**src/rtl/ob_mtr_reissue.sv**
```systemverilog
// Reissue merge point between the conditional table's matured-command port and the
// fresh ingress stream, producing one registered issue stream for the book pipeline.
package ob_pkg;
    typedef struct packed {
        logic [3:0]  op;
        logic [11:0] arg;
    } cmd_t;
endpackage

module ob_mtr_reissue #(
    parameter int FIFO_N     = 4,
    parameter int STARVE_MAX = 8
) (
    input  logic                           clk,
    input  logic                           rst_n,
    input  logic                           mtr_vld_r,
    input  ob_pkg::cmd_t                   mtr_r,
    output logic                           mtr_accept,
    input  logic                           in_vld,
    input  ob_pkg::cmd_t                   in_cmd,
    output logic                           in_rdy,
    output logic                           issue_vld_r,
    output ob_pkg::cmd_t                   issue_cmd_r,
    input  logic                           issue_accept,
    input  logic                           flush,
    output logic [$clog2(FIFO_N+1)-1:0]    occ_r,
    output logic                           full_r
);
    localparam int OCC_W = $clog2(FIFO_N + 1);
    localparam int PTR_W = $clog2(FIFO_N);
    localparam int CNT_W = $clog2(STARVE_MAX + 1);

    typedef enum logic {PRI_MTR = 1'b0, PRI_IN = 1'b1} arb_state_t;

    arb_state_t         r_state, w_state_nxt;
    logic [CNT_W-1:0]   r_cnt, w_cnt_nxt;
    ob_pkg::cmd_t       r_mem [FIFO_N];
    logic [PTR_W-1:0]   r_wr_ptr, r_rd_ptr;
    logic [OCC_W-1:0]   w_occ_nxt;

    logic w_load, w_fifo_ne, w_in_pri, w_sel_in, w_sel_fifo;
    logic w_push, w_pop, w_in_xfer;

    // Ingress readiness is decided without looking at in_vld, so in_rdy has no in_vld path.
    assign w_load     = ~issue_vld_r | issue_accept;
    assign w_fifo_ne  = (occ_r != '0);
    assign w_in_pri   = (r_state == PRI_IN) | ~w_fifo_ne;
    assign w_sel_in   = in_vld & w_in_pri;
    assign w_sel_fifo = w_fifo_ne & ~w_sel_in;

    assign mtr_accept = ~full_r & ~flush;
    assign in_rdy     = w_load & ~flush & w_in_pri;
    assign w_push     = mtr_vld_r & mtr_accept;
    assign w_pop      = w_load & w_sel_fifo & ~flush;
    assign w_in_xfer  = in_vld & in_rdy;

    always_comb begin
        w_occ_nxt = occ_r;
        if (w_push && !w_pop)
            w_occ_nxt = occ_r + 1'b1;
        else if (!w_push && w_pop)
            w_occ_nxt = occ_r - 1'b1;
    end

    always_comb begin
        w_state_nxt = r_state;
        w_cnt_nxt   = r_cnt;
        if (flush) begin
            w_state_nxt = PRI_MTR;
            w_cnt_nxt   = '0;
        end else if (w_in_xfer) begin
            w_state_nxt = PRI_MTR;
            w_cnt_nxt   = '0;
        end else if ((r_state == PRI_MTR) && w_pop && in_vld) begin
            // Ingress was waiting while the FIFO took the slot.
            w_cnt_nxt = r_cnt + 1'b1;
            if (w_cnt_nxt == CNT_W'(STARVE_MAX))
                w_state_nxt = PRI_IN;
        end
    end

    always_ff @(posedge clk) begin
        if (!rst_n) begin
            r_state <= PRI_MTR;
            r_cnt   <= '0;
        end else begin
            r_state <= w_state_nxt;
            r_cnt   <= w_cnt_nxt;
        end
    end

    always_ff @(posedge clk) begin
        if (w_push)
            r_mem[r_wr_ptr] <= mtr_r;
    end

    always_ff @(posedge clk) begin
        if (!rst_n || flush) begin
            r_wr_ptr <= '0;
            r_rd_ptr <= '0;
            occ_r    <= '0;
            full_r   <= 1'b0;
        end else begin
            if (w_push)
                r_wr_ptr <= r_wr_ptr + 1'b1;
            if (w_pop)
                r_rd_ptr <= r_rd_ptr + 1'b1;
            occ_r  <= w_occ_nxt;
            full_r <= (w_occ_nxt == OCC_W'(FIFO_N));
        end
    end

    // Output register: command holds when not loaded, valid drops on flush.
    always_ff @(posedge clk) begin
        if (!rst_n) begin
            issue_vld_r <= 1'b0;
            issue_cmd_r <= '0;
        end else if (flush) begin
            issue_vld_r <= 1'b0;
        end else if (w_load) begin
            issue_vld_r <= w_sel_in | w_sel_fifo;
            if (w_sel_in)
                issue_cmd_r <= in_cmd;
            else if (w_sel_fifo)
                issue_cmd_r <= r_mem[r_rd_ptr];
        end
    end
endmodule
```
**config.mk**
```make
export PLATFORM = sky130hd
export DESIGN_NAME = ob_mtr_reissue
export DESIGN_NICKNAME = d
export VERILOG_FILES = /design/src/rtl/ob_mtr_reissue.sv
export SDC_FILE = /design/constraint.sdc
export NUM_CORES = 1
export LEC_CHECK = 0
export BUFFER_PORTS_ARGS = -buffer_cell sky130_fd_sc_hd__buf_4
export CAP_MARGIN = 20
export CORE_MARGIN = 2
export CORE_UTILIZATION = 30
export CTS_CLUSTER_SIZE = 28
export DETAILED_ROUTE_END_ITERATION = 10
export PLACE_DENSITY = 0.56
export SLEW_MARGIN = 20
export SYNTH_ARGS = -nofsm -noshare
export SYNTH_HDL_FRONTEND = slang
export SYNTH_SLANG_ARGS = --single-unit
```
**constraint.sdc**
```tcl
create_clock -name clk -period 1.8 [get_ports clk]
set_input_delay 0.18 -clock clk [delete_from_list [all_inputs] [get_ports clk]]
set_output_delay 0.18 -clock clk [all_outputs]
set_load 0.02 [all_outputs]
```
==> results.ini, run 1 <==
[worst_setup_path]
path_max_fanout=5
crit_family=adder cells
cp_slowest_cell=dfxtp_2
crit_buf_inv=2
critPathKind=reg2out
critPathLaunchType=register
required_ps=1620
end_kind=output port
crit_chain=inv_1 -> ha_2 -> ha_4 -> nor2_1 -> nor3_2 -> buf_4
worstPathArrival_ps=1540
max_stage_delay_ps=330

[final_layout]
layout.area.seq_um2=2560
drive_above_1_share_pct=36.1
nets=399
fillers=1196
fin_cells=529
mostFrequentLayoutCell=buf_4
area_delta_synth_final_pct=30.9
multi_input_area_um2=1300
layout_common_cells=buf_4, edfxtp_1, nand2_1, dfxtp_1, a31oi_1
antenna_cells=0

[power]
ir_worst_vdd_mv=0.518
report.power.total_mw=4.92
power_density_nw_per_um2=970
p_leak_nw=1.84

[die]
initial_utilization_pct=30.7
rows=41
die_y_um=118
die_x_um=118
core_area_um2=12600
dieArea_um2=13800
ioPinCount=61

[global_route]
overflow=0
grt_pass1_wl_mm=12.5
track_usage_pct=11.8
grt_max_degree=27
grt_antenna_before_repair=0
grt_pass1_vias=2407

[drt]
drtIter0Drc=86
wl_mm=7.91
wire_per_inst_um=15.0
firstDrtPassIters=4
antenna_left=0
num_vias=2439
vias_per_cell=4.61
drc_errors=0

[yosys]
syn-num-nets=321
synth_ff_type=edfxtp_1
yosys.area_share.xor_xnor_pct=1.81
ys_warn_count=0
syn-cell-area_um2=3870
synth.avg_cell_area_um2=14.1
synth_edf_count=64
seq_area_frac_synth_pct=66.1
synth_top_family_by_area=multiplexers
synth_compound_area_share_pct=7.75
postSynthCellCount=274
synth-simple-area-share_pct=8.98
synthArstFlopShare_pct=0
synth_cell_types=36
muxShareOfSynthArea_pct=10.1
synth_fa_ha_area_share_pct=2.91
yosys_register_bits=96

[cts]
path_clk_slew_ps=70
cts-buffers-inserted=9
cts_root_buf=clkbuf_16
cts_max_level=3
clockBufferDepth=2
cts-hold-fix-buffers=0
clock_sinks=96
cts_tree=done
clock_latency_ps=340

[sta]
setup-violations-final=0
holdWs_ps=34.5
min_period_over_period_pct=95.8
skew_ps=5.95
worst_pin_slew_ps=462
maxClockFrequency_mhz=580
slew_violations=0
hold_violations=0
rsz0062_at_grt=false
period_minus_slack_ps=1720
slew_headroom_pct=69.2

[flow_run]
drv_cap=0

[placement]
portBuffers=60
dp_cells=512
gp_congestion=0.768
hpwl_mm=5.38

[status]
status=finished clean

[worst_hold_path]
hold_path.class=in2reg

[routing by layer]
layer	part of all wire, %	wire (um)	track usage (%)
met1	46	3670	15.4
met2	48	3770	18.5
met3	3.9	305	3.05
met4	2.1	168	5.27
met5	0	0	0
[power by group]
| group | switching, mW | internal, mW |
|---|---|---|
| Sequential | 0.0297 | 2.42 |
| Combinational | 0.312 | 0.285 |
| Clock | 0.887 | 0.984 |
[cells in the mapped netlist, types with 2 or more instances]
cell / count / area (um^2)
edfxtp_1: 64 / 1920
nand2_1: 36 / 135
dfxtp_1: 32 / 641
a31oi_1: 17 / 106
mux4_2: 16 / 360
nor2_1: 16 / 60.1
o21ai_0: 15 / 75.1
clkbuf_1: 9 / 33.8
ha_1: 9 / 113
a21oi_1: 6 / 30.0
inv_1: 6 / 22.5
xnor2_1: 6 / 52.6
and2_1: 5 / 31.3
buf_2: 3 / 15.0
mux2i_1: 3 / 30.0
nor2b_1: 3 / 18.8
nor3_1: 3 / 15.0
and4_1: 2 / 17.5
nand2b_1: 2 / 12.5
nand4_1: 2 / 12.5
o21ai_1: 2 / 10.0
o31ai_1: 2 / 15.0
xor2_1: 2 / 17.5
[path summary, 6_finish.rpt]
path,startpoint,to,slack (ps),cells after the start
max reg2reg,occ_r[0]$_SDFF_PP0_,full_r$_SDFF_PP0_,90,8
max,occ_r[0]$_SDFF_PP0_,in_rdy,80,6
min,mtr_r[2],r_mem[0][2]$_DFFE_PP_,30,1
min reg2reg,issue_cmd_r[14]$_SDFFE_PN0P_,issue_cmd_r[14]$_SDFFE_PN0P_,520,2
[cell type report]
| cell class | instances | area share [%] |
|---|---|---|
| Multi-Input combinational cell | 158 | 25.7 |
| Timing Repair Buffer | 81 | 13.2 |
| Clock buffer | 9 | 4.44 |
| Sequential cell | 96 | 50.6 |
| Tap cell | 172 | 4.24 |
| Inverter | 6 | 0.444 |
| Clock inverter | 7 | 1.36 |
[kinds of logic (layout without fill, tap and decap cells)]
logic type	Yosys count	count (layout)
xor gates and xnor gates	8	8
DFF	96	96
buffers and inverters	20	103
and+or+nand+nor	73	73
adders and majority gates	9	9
AOI/OAI and AO/OA	49	49
muxes	19	19
[registers in the layout, summed over array words and instances (netlist names), named ones only]
| signal | count |
|---|---|
| r_rd_ptr | 2 |
| full_r | 1 |
| r_cnt | 4 |
| r_state | 1 |
| r_mem | 64 |
| issue_vld_r | 1 |
| r_wr_ptr | 2 |
| issue_cmd_r | 16 |
| occ_r | 3 |
[per-stage QoR]
| step | util, % | cell area (um^2) | setup slack, ps | TNS (ps) |
|---|---|---|---|---|
| after floorplan | - | 3890 | -47.6 | -131 |
| after global placement | 37.3 | 4700 | 34.7 | 0 |
| after detailed placement | 37.3 | 4700 | -28.6 | -28.6 |
| after CTS | 39.7 | 5000 | 1.42 | 0 |
| after global routing | 40.2 | 5070 | 10.3 | 0 |
| final | 40.2 | 5070 | 76.4 | 0 |
[worst register-to-register path: cells and delay by family, from the launching register on]
| kind | cells | cell delay (ps) |
|---|---|---|
| buffers and inverters | 1 | 60 |
| AOI/OAI and AO/OA | 3 | 480 |
| DFF | 1 | 330 |
| and+or+nand+nor | 2 | 370 |
| adders and majority gates | 2 | 370 |
[what timing repair did]
item                       CTS  global route
setup endpoints to repair    3            20
buffers inserted             0             1
resized for setup            2            10
pin swaps                    0             4
hold endpoints to repair     0             0
Note: power is estimated with default switching activity, not from simulation.
==> inputs of run 2 (changes only) <==
==> constraint.sdc (replaced) <==
create_clock -name clk -period 1.8 [get_ports clk]
set_input_delay 0.09 -clock clk [delete_from_list [all_inputs] [get_ports clk]]
set_output_delay 0.09 -clock clk [all_outputs]
set_load 0.02 [all_outputs]
==> run 2 against run 1 <==
Design area grew 3.9%. Highest routed layer unchanged. Sequential cell count stayed put. Die area unchanged. Total power up 2.6%. Clock power grew 5%. Register-to-register slack got worse by 20 ps. Combinational power increased by 5.4%.
==> results.ini, run 2 (synthesis results as in run 1) <==
[sta]
skew_ps=8.91
setup-violations-final=0
worst_pin_slew_ps=496
slew_violations=0
hold_violations=0
maxClockFrequency_mhz=579
period_minus_slack_ps=1730
fin_ws_ps=72.1
slew_headroom_pct=66.9
min_period_over_period_pct=96.0
holdWs_ps=10.4
rsz0062_at_grt=true

[worst_setup_path]
path_max_fanout=5
worstPathArrival_ps=1950
required_ps=2020
critPathKind=reg2reg
critPathLaunchType=register
end_kind=register
r2r_cells=8

[flow_run]
drv_cap=0

[drt]
wire_per_inst_um=14.8
drtIter0Drc=110
num_vias=2475
vias_per_cell=4.53
antenna_left=0
firstDrtPassIters=4
wl_mm=8.09
drc_errors=0

[cts]
cts_root_buf=clkbuf_16
cts_tree=done
clock_sinks=96
cts-buffers-inserted=9
path_clk_slew_ps=70
clock_latency_ps=340
postCtsSetupBuffers=0
clockBufferDepth=2
cts_max_level=3

[global_route]
overflow=0
grt_antenna_before_repair=0
grt_max_degree=27
grt_pass1_vias=2459
track_usage_pct=12.2
grt_pass1_wl_mm=12.9

[die]
die_y_um=118
die_x_um=118
ioPinCount=61
initial_utilization_pct=30.7
dieArea_um2=13800
core_area_um2=12600
rows=41

[power]
ir_worst_vdd_mv=0.546
report.power.total_mw=5.04
power_density_nw_per_um2=957
p_leak_nw=1.91

[final_layout]
nets=416
layout_common_cells=buf_4, edfxtp_1, nand2_1, dfxtp_1, dlygate4sd3_1
design_area_um2=5270
antenna_cells=0
largestRegisters=r_mem x64, issue_cmd_r x16, r_cnt x4
area_delta_synth_final_pct=36.0
drive_above_1_share_pct=34.0
mostFrequentLayoutCell=buf_4
largest_reg_flops=64
largest_register=r_mem

[placement]
hpwl_mm=5.53
dpl-instance-area_um2=4700
portBuffers=60
place_ws_ps=-16.1
gp_congestion=0.766

[worst_hold_path]
hold_path_depth=3
hold_path.class=in2reg

[status]
status=finished clean

[run 2: cell type report]
| cell class | instances | area [um^2] |
|---|---|---|
| fill | 1206 | 7350 |
| sequential | 96 | 2560 |
| multi-input combinational | 158 | 1310 |
| timing repair buffer | 98 | 850 |
| clock buffer | 9 | 225 |
| tap | 172 | 215 |
| clock inverter | 7 | 85.1 |
| inverter | 6 | 22.5 |
[run 2: per-stage QoR]
| stage | std cells | TNS (ps) | utilization [%] |
|---|---|---|---|
| floorplan | 274 | -131 | - |
| detailed placement | 511 | -31.9 | 37.2 |
| global route | 546 | -27.9 | 41.8 |
| CTS | 546 | 0 | 41.5 |
| finish | 546 | 0 | 41.8 |
| global placement | 511 | 0 | 37.2 |
[run 2: worst paths after layout]
path                                     start                            to  slack, ps
hold / removal                       in_cmd[6]   issue_cmd_r[6]$_SDFFE_PN0P_         10
setup reg to reg           occ_r[0]$_SDFF_PP0_           occ_r[0]$_SDFF_PP0_         70
setup / recovery           occ_r[0]$_SDFF_PP0_           occ_r[0]$_SDFF_PP0_         70
hold reg to reg   issue_cmd_r[14]$_SDFFE_PN0P_  issue_cmd_r[14]$_SDFFE_PN0P_        520
[run 2: timing repair]
action                                  CTS  global route
hold buffers                             19             0
gates resized for setup                   7             6
hold endpoints to repair                 67             0
endpoints found under the setup margin    2            12
pin swaps                                 2             1
[run 2: per-layer routing]
metal  routed length (um)  up-vias  GRT usage [%]
met5                    0        -              0
met4                  120        0           5.12
met3                  334        6           2.91
met2                 3950       52           20.1
met1                 3680     1200           15.4
li1                     -     1217              -
[run 2: worst max-delay path, cell delays in order (launching register included)]
cell	delay, ps
dfxtp_2	330
inv_1	60
ha_1	230
ha_4	190
a21o_4	210
o31ai_4	230
and2_4	190
xnor2_1	110
nor2_1	50
[run 2: report_power, final]
group,switching [mW],internal (mW)
clock network,0.858,1.11
logic,0.320,0.309
registers,0.0298,2.42
total,1.21,3.83
